[src/rtl/stream_fifo_buffer.sv]
// First-word-fall-through circular FIFO: a word pushed into an empty buffer is on out_data one cycle later.
// Backpressure: in_ready is registered (level < DEPTH) and never depends combinationally on out_ready or in_valid.
module stream_fifo_buffer #(
  parameter int DATA_WIDTH  = 8,
  parameter int DEPTH       = 4,
  parameter int AFULL_LEVEL = DEPTH - 1
) (
  input  logic                         clk,
  input  logic                         resetn,
  input  logic                         flush,
  input  logic [DATA_WIDTH-1:0]        in_data,
  input  logic                         in_valid,
  output logic                         in_ready,
  output logic [DATA_WIDTH-1:0]        out_data,
  output logic                         out_valid,
  input  logic                         out_ready,
  output logic [$clog2(DEPTH+1)-1:0]   level,
  output logic                         almost_full
);

  localparam int LW = $clog2(DEPTH + 1);
  localparam int PW = $clog2(DEPTH);
  localparam logic [LW-1:0] DEPTH_L = LW'(DEPTH);
  localparam logic [LW-1:0] AFULL_L = LW'(AFULL_LEVEL);

  logic [DATA_WIDTH-1:0] mem_q [DEPTH];

  logic [PW-1:0] wr_ptr_q, wr_ptr_d;
  logic [PW-1:0] rd_ptr_q, rd_ptr_d;
  logic [LW-1:0] level_q, level_d;
  logic          in_ready_q, in_ready_d;
  logic          almost_full_q, almost_full_d;
  logic          push, pop;

  assign out_valid   = (level_q != '0);
  assign out_data    = mem_q[rd_ptr_q];
  assign in_ready    = in_ready_q;
  assign almost_full = almost_full_q;
  assign level       = level_q;

  always_comb begin
    push          = in_valid && in_ready_q;
    pop           = out_valid && out_ready;
    wr_ptr_d      = wr_ptr_q;
    rd_ptr_d      = rd_ptr_q;
    level_d       = level_q;
    if (flush) begin
      // Flush wins over any handshake on the same edge.
      wr_ptr_d = '0;
      rd_ptr_d = '0;
      level_d  = '0;
    end else begin
      if (push) wr_ptr_d = PW'(wr_ptr_q + 1'b1);
      if (pop)  rd_ptr_d = PW'(rd_ptr_q + 1'b1);
      level_d = LW'(level_q + LW'(push) - LW'(pop));
    end
    // Derived from the next level so the flags match level in the same cycle.
    in_ready_d    = (level_d < DEPTH_L);
    almost_full_d = (level_d >= AFULL_L);
  end

  always_ff @(posedge clk or negedge resetn) begin
    if (!resetn) begin
      wr_ptr_q      <= '0;
      rd_ptr_q      <= '0;
      level_q       <= '0;
      in_ready_q    <= 1'b0;
      almost_full_q <= 1'b0;
    end else begin
      wr_ptr_q      <= wr_ptr_d;
      rd_ptr_q      <= rd_ptr_d;
      level_q       <= level_d;
      in_ready_q    <= in_ready_d;
      almost_full_q <= almost_full_d;
    end
  end

  always_ff @(posedge clk) begin
    if (push && !flush) mem_q[wr_ptr_q] <= in_data;
  end

endmodule

[config.mk]
export PLATFORM = sky130hd
export DESIGN_NAME = stream_fifo_buffer
export DESIGN_NICKNAME = d
export VERILOG_FILES = /design/src/rtl/stream_fifo_buffer.sv
export SDC_FILE = /design/constraint.sdc
export NUM_CORES = 1
export LEC_CHECK = 0
export CAP_MARGIN = 10
export CORE_ASPECT_RATIO = 0.9
export CORE_MARGIN = 1
export CORE_UTILIZATION = 55
export CTS_CLUSTER_SIZE = 30
export DETAILED_ROUTE_END_ITERATION = 10
export DONT_BUFFER_PORTS = 1
export GPL_TIMING_DRIVEN = 0
export HOLD_SLACK_MARGIN = 0.1
export PLACE_DENSITY = 0.7
export SETUP_SLACK_MARGIN = 0.5
export SYNTH_ARGS = -nofsm -noshare
export SYNTH_HDL_FRONTEND = slang
export SYNTH_SLANG_ARGS = --single-unit
[constraint.sdc]
create_clock -name clk -period 3 [get_ports clk]
set_input_delay 0.6 -clock clk [delete_from_list [all_inputs] [get_ports clk]]
set_output_delay 0.6 -clock clk [all_outputs]
set_load 0.01 [all_outputs]
After elaboration in Yosys (flattened, before gate mapping)
Memory sizes are Yosys's and may differ from the RTL's. Cells that the tools add are included.

Input port bits: 13. Memories kept: 1. Register bits: 9. Word-level logic and storage cells: 26. Memory bits (writable): 32. Output and inout port bits: 14.

Add/sub/neg operators: 4. Muxes and demuxes: 7. Reductions and logical operators: 7. Order comparisons: 2.

Memories: mem_q (depth 4, width 8, read ports 1, clocked after Yosys merged registers in 0, write ports 1, line 26) `logic [DATA_WIDTH-1:0] mem_q [DEPTH];`.

Operators with widths (number): $mux W2 (4); $add A2 B1 Y2 const B (2); $reduce_bool A2 Y1 (2); $add A3 B1 Y3 (1); $ge A3 B2 Y1 const B (1); $logic_and A1 B1 Y1 (3); $lt A3 B3 Y1 const B (1); $mux W3 (1); $reduce_bool A3 Y1 (1); $sub A3 B1 Y3 (1); $mux W1 (2); $logic_not A1 Y1 (1).

Depth between registers and ports, before layout
Gate-level depths: netlist (run 1).

Word-level depth: 5. Depth in mapped cells: 7. Mapped depth without buffers: 7.

Least setup slack after synthesis (run 1)
Ideal clock, no wire load.

Path kind: register -> register. Start: register level_q[1] (netlist: level[1]). End: register in_ready_q (netlist: in_ready). Library setup time: 124 ps. Buffers on the path: 0. Setup slack: 654 ps. Stages on the path, launching flop included: 8. Period minus slack after synthesis: 2346 ps. Data arrival time: 2222 ps. Path through: dfrtp_1 > o31a_1 > ha_1 > inv_1 > ha_1 > fa_1 > xor3_2 > or2_1.

Word-level cells in the longest chain between the ends: 5. Elaborated cells between the ends (all ways): 6. Classes of those cells: add/sub (2); order compare (1); mux (1); reduce/logical (2).

Ends and longest elaborated chain: start: declaration (line 30) `logic [LW-1:0] level_q, level_d;`; start signal: assignment (line 72) `level_q <= level_d;`; branches (longest 2 deep; another with $add A3 B1 Y3); $sub A3 B1 Y3 (*) (line 55) `level_d = LW'(level_q + LW'(push) - LW'(pop));`; $mux W3 (*) (line 47) `if (flush) begin`; $lt A3 B3 Y1 (*) (line 58) `in_ready_d = (level_d < DEPTH_L);`; named net in_ready_d (line 31) `logic in_ready_q, in_ready_d;`; end signal: assignment (line 73) `in_ready_q <= in_ready_d;`; end: declaration (line 31).

Mark *: on every way through the listed nets, which the timed path passes. A chain may end at the register's enable or synchronous reset.

Final worst setup path (run 1)
Ends and elaborated chain as after synthesis.

==> flow_summary.yaml, run 1 <==
run_status:
  status: "finished clean"
worst_setup_path:
  crit_arrival_ns: 2.53
  crit_fanout: 6
  critPathKind: "reg -> reg"
  critPathSlowestCell: "dfrtp_2"
  crit_start: "level[1]"
  critPathMaxStageDelay_ns: 0.47
  crit_required_ns: 3.23
  cpMostUsedCell: "ha_1"
  worstSetupStartpointType: "flop"
  cp.depth: 7
  worstPathCellList: "o31a_1 > ha_1 > inv_1 > ha_1 > fa_1 > xor3_2 > or2_1"
  rr_startpoint: "level[1]"
  worstSetupEndpointType: "flop"
  cp_top_family: "adder cells"
  reg2reg_depth: 7
  critPathBufInv: 1
cells_and_area:
  layout.cells.non_filler: 143
  syn_to_final_growth_pct: 8.01
  layout_common_cells: "edfxtp_1 (32), mux4_2 (8), dfrtp_1 (7)"
  post-route-util_pct: 64.8
  drive_above_1_share_pct: 22.3
  design_area_mm2: 0.00184
  fill_cells: 219
  regArea_mm2: 0.00119
  multi_input_area_um2: 478
  layout_commonest_cell: "edfxtp_1"
  nets: 122
  n_antenna_cell: 0
global_route:
  grt_pass1_vias: 792
  grt_pass1_wl_mm: 3.94
  antenna_found_initial: 0
  grt_max_degree: 12
  grt.total_usage_pct: 18.1
  grt-ovfl-total: 0
power_and_ir_drop:
  max-vdd-ir-drop_uv: 376
  power.density_mw_per_mm2: 731
  p_leak_nw: 0.651
yosys:
  synthCells: 90
  async_reset_ff_share_pct: 22.0
  avgSynthCellArea_um2: 18.9
  ys_warn_count: 0
  synthFlopType: "edfxtp_1"
  syn-cell-area_mm2: 0.00170
  synth_cell_type_count: 25
  syn_nets: 110
  synth_edf_count: 32
  ys_seq_area_share_pct: 69.7
  synth-seq-cells: 41
sta:
  max-slew-margin-rel_pct: 46.8
  tns_ns: 0
  final.min_clock_period_ns: 2.30
  tightest_slew_ns: 0.796
  final_max_slew_viol_count: 0
  rsz0062_at_grt: "no"
  worst_slack_ns: 0.703
  fin_crit_sh_pct: 76.6
  hold_viol_final: 0
  fin_skew_ns: 0.00790
  setup_violations: 0
  max_freq_mhz: 435
run:
  drv_cap: 0
routing:
  drt_first_pass_iters: 4
  drc: 0
  num_vias: 791
  wl_per_cell_um: 18.4
  ant_nets: 0
  routed_wl_mm: 2.63
  drt-initial-drc-count: 17
  viasPerCell: 5.53
floorplanning:
  fp.dieW_um: 60.7
  initial_core_util_pct: 60.0
  core-area_mm2: 0.00284
  rows: 18
  die_h_um: 54.8
  ioPinCount: 27
  die_area_mm2: 0.00332
placement:
  gp_congestion: 0.613
  dpl-instance-area_mm2: 0.00178
  pre_cts_slack_ns: 0.523
  dp.cells: 134
  io_buffers: 0
  hpwlAfterDp_mm: 1.90
clock_network:
  h-tree-depth: 2
  clkTransAtPathRegs_ns: 0.11
  clockBufferDepth: 2
  clk_latency_ns: 0.33
  cts_buffers: 5
  cts_setup_buffers: 0
  root_buffer: "clkbuf_4"
  cts_tree: "built"
  cts_sinks: 41
hold_path:
  min_path_type: "in -> reg"
  min_path_cells: 1
  min-delay-start: "flush"
## Yosys cell counts (all sizes together), types with 2 or more instances
| library cell | count | share of area [%] |
|---|---|---|
| edfxtp | 32 | 56 |
| dfrtp | 9 | 13 |
| mux4 | 8 | 11 |
| ha | 6 | 4.4 |
| inv | 5 | 1.1 |
| nor2b | 4 | 1.5 |
| nor3b | 4 | 1.8 |
| nor2 | 3 | 0.66 |
| a21bo | 2 | 1.2 |
| a21oi | 2 | 0.59 |
| buf | 2 | 0.95 |
| mux2 | 2 | 1.5 |
## through the flow
stage	hold slack, ns	total power, mW
floorplan	0.304	1.03
detailed placement	0.305	1.11
finish	0.331	1.34
global placement	0.305	1.09
CTS	0.320	1.36
global route	0.305	1.42
## layer usage
layer	GRT usage, %	wire, µm
met3	6.86	152
met2	28.4	1290
met5	0	0
met4	6.82	12
met1	23.3	1170
## state kept, by name, indices dropped and copies added, names as in the netlist
signal,count
almost_full,1
in_ready,1
level,3
mem_q,32
rd_ptr_q,2
wr_ptr_q,2
## kinds of logic after synthesis
logic type / after synthesis / share of synthesized area, %
buf+inv: 8 / 2.28
simple gates: 16 / 5.58
flops: 41 / 69.7
compound gates: 7 / 3.31
mux: 10 / 12.1
xor+xnor: 1 / 1.47
fa+ha+maj: 7 / 5.58
## cell type report
type                    instances  area share [%]
multi-input cells              41            26.0
flip-flops and latches         41            64.6
clock buffers                   8            2.65
repair buffers                  5            1.90
well taps                      40            2.72
plain buffers                   3            1.09
inverters                       5            1.02
## worst paths after layout
check                      slack, ns           to
max                             0.70     in_ready
min                             0.33     level[0]
max reg2reg                     0.70     in_ready
min reg2reg                     0.66  wr_ptr_q[0]
max in group asynchronous       2.04     level[2]
min in group asynchronous       0.63  wr_ptr_q[1]
## repair_timing
item,CTS,global route
hold buffers,1,0
resized for setup,0,2
setup endpoints to repair,0,1
endpoints found under the hold margin,9,0
## report_power, final
| part | leakage (nW) | internal, mW | switching [mW] |
|---|---|---|---|
| sequential | 0.403 | 0.674 | 0.0628 |
| clock | 0.0265 | 0.0936 | 0.157 |
| combinational | 0.221 | 0.188 | 0.169 |
(Power assumes the default switching activity.)
==> inputs of run 2 (changes only) <==
==> constraint.sdc (replaced) <==
create_clock -name clk -period 2.3 [get_ports clk]
set_input_delay 0.46 -clock clk [delete_from_list [all_inputs] [get_ports clk]]
set_output_delay 0.46 -clock clk [all_outputs]
set_load 0.01 [all_outputs]
==> run 2 against run 1 <==
Clock skew fell by 0.0057 ns; power is 36% higher; die area unchanged; clock power is 32% higher; cell count rose by 2.8%; combinational power is 50% higher; register-to-register slack got worse by 0.59 ns; first-iteration DRC count rose by 71%; design area increased by 2.3%; maximum frequency up 4.9%; critical path type unchanged; critical endpoint unchanged; largest cell class unchanged; largest power group unchanged.
==> flow_summary.yaml, run 2 (synthesized netlist as in run 1, its figures left out) <==
placement:
  io_buffers: 0
  gp_congestion: 0.612
  dp.cells: 134
  hpwlAfterDp_mm: 1.83
  dpl-instance-area_mm2: 0.00178
worst_setup_path:
  regToRegSetupSlack_ns: 0.11
  crit_fanout: 5
  worstSetupStartpointType: "flop"
  rr_startpoint: "level[0]"
  timing.rr.end: "in_ready"
  reg2reg_depth: 7
  crit_required_ns: 2.54
  crit_start: "level[0]"
  crit_arrival_ns: 2.43
  critPathKind: "reg -> reg"
  worstSetupEndpointType: "flop"
  critPathCapture: "in_ready"
floorplanning:
  fp.dieW_um: 60.7
  ioPinCount: 27
  core-area_mm2: 0.00284
  die_area_mm2: 0.00332
  initial_core_util_pct: 60.0
  rows: 18
  die_h_um: 54.8
global_route:
  antenna_found_initial: 0
  grt-ovfl-total: 0
  grt_pass1_wl_mm: 3.96
  grt_max_degree: 13
  grt.total_usage_pct: 18.6
  grt_pass1_vias: 815
power_and_ir_drop:
  p_leak_nw: 0.674
  power.density_mw_per_mm2: 970
  max-vdd-ir-drop_uv: 544
  finalPower_mw: 1.83
sta:
  hold_viol_final: 0
  rsz0062_at_grt: "yes"
  final.min_clock_period_ns: 2.19
  setup_violations: 0
  fin_skew_ns: 0.00217
  max_freq_mhz: 457
  fin_crit_sh_pct: 95.2
  tns_ns: 0
  tightest_slew_ns: 0.472
  final_max_slew_viol_count: 0
  max-slew-margin-rel_pct: 68.4
clock_network:
  cts_tree: "built"
  root_buffer: "clkbuf_4"
  cts_buffers: 5
  h-tree-depth: 2
  cts_sinks: 41
  clkTransAtPathRegs_ns: 0.11
  clk_latency_ns: 0.34
  clockBufferDepth: 2
cells_and_area:
  layout.cells.non_filler: 147
  fill_cells: 209
  syn_to_final_growth_pct: 10.5
  drive_above_1_share_pct: 30.8
  top_register: "mem_q"
  layout_common_cells: "edfxtp_1 (32), mux4_2 (8), dfrtp_1 (6)"
  layout_commonest_cell: "edfxtp_1"
  design_area_mm2: 0.00188
  largest_reg_flops: 32
  nets: 126
  n_antenna_cell: 0
routing:
  drt_first_pass_iters: 4
  drt-initial-drc-count: 29
  viasPerCell: 5.51
  num_vias: 810
  wl_per_cell_um: 18.2
  routed_wl_mm: 2.68
  drc: 0
  ant_nets: 0
run:
  drv_cap: 0
hold_path:
  min_path_type: "in -> reg"
  min-delay-start: "flush"
run_status:
  status: "finished clean"
[run 2: cell count changes in the layout (fill, tap and decap cells not counted), sizes merged]
cell    before  now
buf          6   10
clkbuf       9    6
clkinv       0    3
[run 2: timing repair]
| action | CTS | global route |
|---|---|---|
| resized for setup | 2 | 4 |
| setup buffers | 3 | 1 |
| pin swaps | 1 | 2 |
| setup endpoints to repair | 12 | 36 |
| hold buffers | 1 | 0 |
| endpoints found under the hold margin | 9 | 0 |
[run 2: area by class of cell]
type                            instances  area [µm²]  area share, %
Buffer                                  3        20.0           1.06
Clock buffer                            5        37.5           1.99
Clock inverter                          3        12.5          0.665
Inverter                                5        18.8          0.997
Multi-Input combinational cell         41         489           26.0
Sequential cell                        41        1190           63.2
Tap cell                               40        50.0           2.66
Timing Repair Buffer                    9        63.8           3.39
[run 2: worst min-delay path by stage]
stage	end	depth (start not counted)
floorplan	almost_full	0
global placement	rd_ptr_q[1]	0
detailed placement	rd_ptr_q[1]	0
CTS	level[0]	1
global route	level[0]	1
finish	level[0]	1
[run 2: worst max-delay path, stage by stage, from the launching register on]
cell and delay, ns:
dfrtp_2 0.47, o31a_1 0.33, ha_1 0.29, inv_2 0.03
ha_2 0.16, fa_2 0.32, xor3_2 0.26, or2_1 0.22
[run 2: per-layer routing]
layer | up-vias | part of all wire (%) | track usage [%] | wire length, µm
met1 | 408 | 42 | 21.1 | 1130
met2 | 18 | 51 | 31.1 | 1360
li1 | 379 | - | - | -
met4 | 0 | 1.7 | 6.82 | 45
met5 | - | 0 | 0 | 0
met3 | 5 | 5.5 | 8.51 | 146
[run 2: per-stage QoR]
| stage | util [%] | worst slack, ns | hold slack (ns) |
|---|---|---|---|
| after floorplan | - | 0.193 | 0.164 |
| after global placement | 61.9 | 0.102 | 0.165 |
| after detailed placement | 62.7 | 0.0890 | 0.165 |
| after CTS | 65.7 | 0.115 | 0.174 |
| after global routing | 66.3 | 0.0321 | 0.176 |
| final | 66.3 | 0.110 | 0.189 |
[run 2: power breakdown]
group	switching (mW)	internal (mW)
registers	0.0803	0.881
logic	0.242	0.293
clock network	0.218	0.111
==> inputs of run 3 (changes only) <==
==> constraint.sdc (replaced) <==
create_clock -name clk -period 2.5 [get_ports clk]
set_input_delay 0.5 -clock clk [delete_from_list [all_inputs] [get_ports clk]]
set_output_delay 0.5 -clock clk [all_outputs]
set_load 0.01 [all_outputs]
==> run 3 against run 2 <==
Design area up 1.3%; wire length up 0.34%; clock skew up 0.013 ns; utilization up 0.88 points; die area unchanged; first-iteration DRC count unchanged; global-route usage up 0.45 points; sequential cell count unchanged; hold slack better by 0.054 ns.
==> flow_summary.yaml, run 3 (synthesized netlist as in run 1, its figures left out) <==
worst_setup_path:
  crit_arrival_ns: 2.41
  crit_fanout: 5
  crit_required_ns: 2.72
  worstSetupEndpointType: "flop"
  worstSetupStartpointType: "flop"
  rr_startpoint: "level[2]"
  timing.rr.end: "in_ready"
  reg2reg_depth: 7
  critPathKind: "reg -> reg"
  regToRegSetupSlack_ns: 0.31
power_and_ir_drop:
  max-vdd-ir-drop_uv: 711
  p_switching_mw: 0.497
  p_clk_share_pct: 22.5
  power.density_mw_per_mm2: 945
  p_leak_nw: 0.681
  seqPwrFrac_pct: 49.3
  p_int_mw: 1.30
  pwr-share-comb_pct: 28.2
  p_sw_share_pct: 27.6
clock_network:
  root_buffer: "clkbuf_4"
  cts_sinks: 41
  cts_buffers: 5
  clkTransAtPathRegs_ns: 0.12
  clk_latency_ns: 0.34
  cts_tree: "built"
  h-tree-depth: 2
  clockBufferDepth: 2
routing:
  num_vias: 799
  drt-initial-drc-count: 29
  drc: 0
  routed_wl_mm: 2.69
  drt_first_pass_iters: 2
  viasPerCell: 5.44
  wl_per_cell_um: 18.3
  ant_nets: 0
global_route:
  grt.total_usage_pct: 19.0
  grt_max_degree: 13
  grt-ovfl-total: 0
  grt_pass1_wl_mm: 4.19
  antenna_found_initial: 0
  grt_pass1_vias: 863
cells_and_area:
  fill_cells: 204
  top_register: "mem_q"
  drive_above_1_share_pct: 29.9
  largest_reg_flops: 32
  n_antenna_cell: 0
  post-route-util_pct: 67.2
  nets: 126
  syn_to_final_growth_pct: 12.0
  layout_commonest_cell: "edfxtp_1"
  layout_common_cells: "edfxtp_1 (32), mux4_2 (8), buf_4 (7)"
floorplanning:
  die_h_um: 54.8
  fp.dieW_um: 60.7
  die_area_mm2: 0.00332
  rows: 18
  initial_core_util_pct: 60.0
  ioPinCount: 27
  core-area_mm2: 0.00284
sta:
  hold_viol_final: 0
  fin_skew_ns: 0.0148
  tns_ns: 0
  rsz0062_at_grt: "yes"
  setup_violations: 0
  tightest_slew_ns: 0.813
  max_freq_mhz: 457
  final.min_clock_period_ns: 2.19
  max-slew-margin-rel_pct: 45.7
  fin_crit_sh_pct: 87.5
  final_max_slew_viol_count: 0
placement:
  hpwlAfterDp_mm: 1.92
  gp_congestion: 0.633
  io_buffers: 0
hold_path:
  min_path_type: "in -> reg"
  min_path_cells: 0
  min-delay-start: "in_data[6]"
  hold_path_end: "mem_q[0][6]"
run_status:
  status: "finished clean"
run:
  drv_cap: 0
==> run 3: cell types whose count changed in the layout (fill, tap and decap cells not counted), sizes merged <==
cell    change
clkinv      -2
clkbuf      +1
bufinv      +1
==> run 3: stage by stage <==
step / total power, mW / instance area, µm² / hold slack, ns / std cells / setup WS (ns)
after global routing: 1.90 / 1910 / 0.221 / 147 / 0.250
after CTS: 1.77 / 1890 / 0.228 / 145 / 0.289
after global placement: 1.31 / 1760 / 0.205 / 130 / 0.292
after detailed placement: 1.33 / 1790 / 0.205 / 134 / 0.270
final: 1.80 / 1910 / 0.243 / 147 / 0.314
after floorplan: 1.24 / 1710 / 0.204 / 90 / 0.393
==> run 3: cell type report <==
class / instances / area [µm²] / share of cell area [%]
Clock buffer: 6 / 41.3 / 2.17
Inverter: 5 / 18.8 / 0.984
Buffer: 3 / 20.0 / 1.05
Timing Repair Buffer: 9 / 67.6 / 3.54
Multi-Input combinational cell: 41 / 485 / 25.5
Clock inverter: 2 / 33.8 / 1.77
Sequential cell: 41 / 1190 / 62.4
Tap cell: 40 / 50.0 / 2.62
==> run 3: power by group through the flow <==
stage	clock, mW	combinational [mW]	sequential (mW)
final	0.405	0.508	0.888
after global routing	0.444	0.557	0.898
after CTS	0.414	0.469	0.887
after detailed placement	0	0.433	0.900
after global placement	0	0.415	0.892
after floorplan	0	0.358	0.881
==> run 3: layer usage <==
layer	track usage (%)	wire, µm	vias to the layer above	part of all wire [%]
li1	-	-	379	-
met1	23.0	1100	391	41
met2	31.9	1400	22	52
met3	5.91	152	7	5.7
met4	8.33	40	0	1.5
met5	0	0	-	0
==> run 3: worst max path at each step <==
stage / depth (start not counted) / from / end / slack [ns]
2_1_floorplan: 7 / level[0] / in_ready / 0.39
3_3_place_gp: 2 / flush / mem_q[0][7] / 0.29
3_5_place_dp: 7 / level[2] / in_ready / 0.27
4_1_cts: 7 / level[2] / in_ready / 0.29
5_1_grt: 7 / level[0] / in_ready / 0.25
6_report: 7 / level[2] / in_ready / 0.31
==> run 3: critical path, cell delays in order (launching register included) <==
cell and delay (ns):
dfrtp_2 0.48, o31a_1 0.31, ha_1 0.27, inv_1 0.04, ha_2 0.17, fa_2 0.33
xor3_2 0.25, or2_1 0.22
==> run 3: what timing repair did <==
action / 4_1_cts / 5_1_grt
setup buffers: 2 / 2
hold buffers: 1 / 0
hold endpoints to repair: 9 / 0
pin swaps: 2 / 1
setup endpoints to repair: 9 / 15
gates resized for setup: 2 / 2
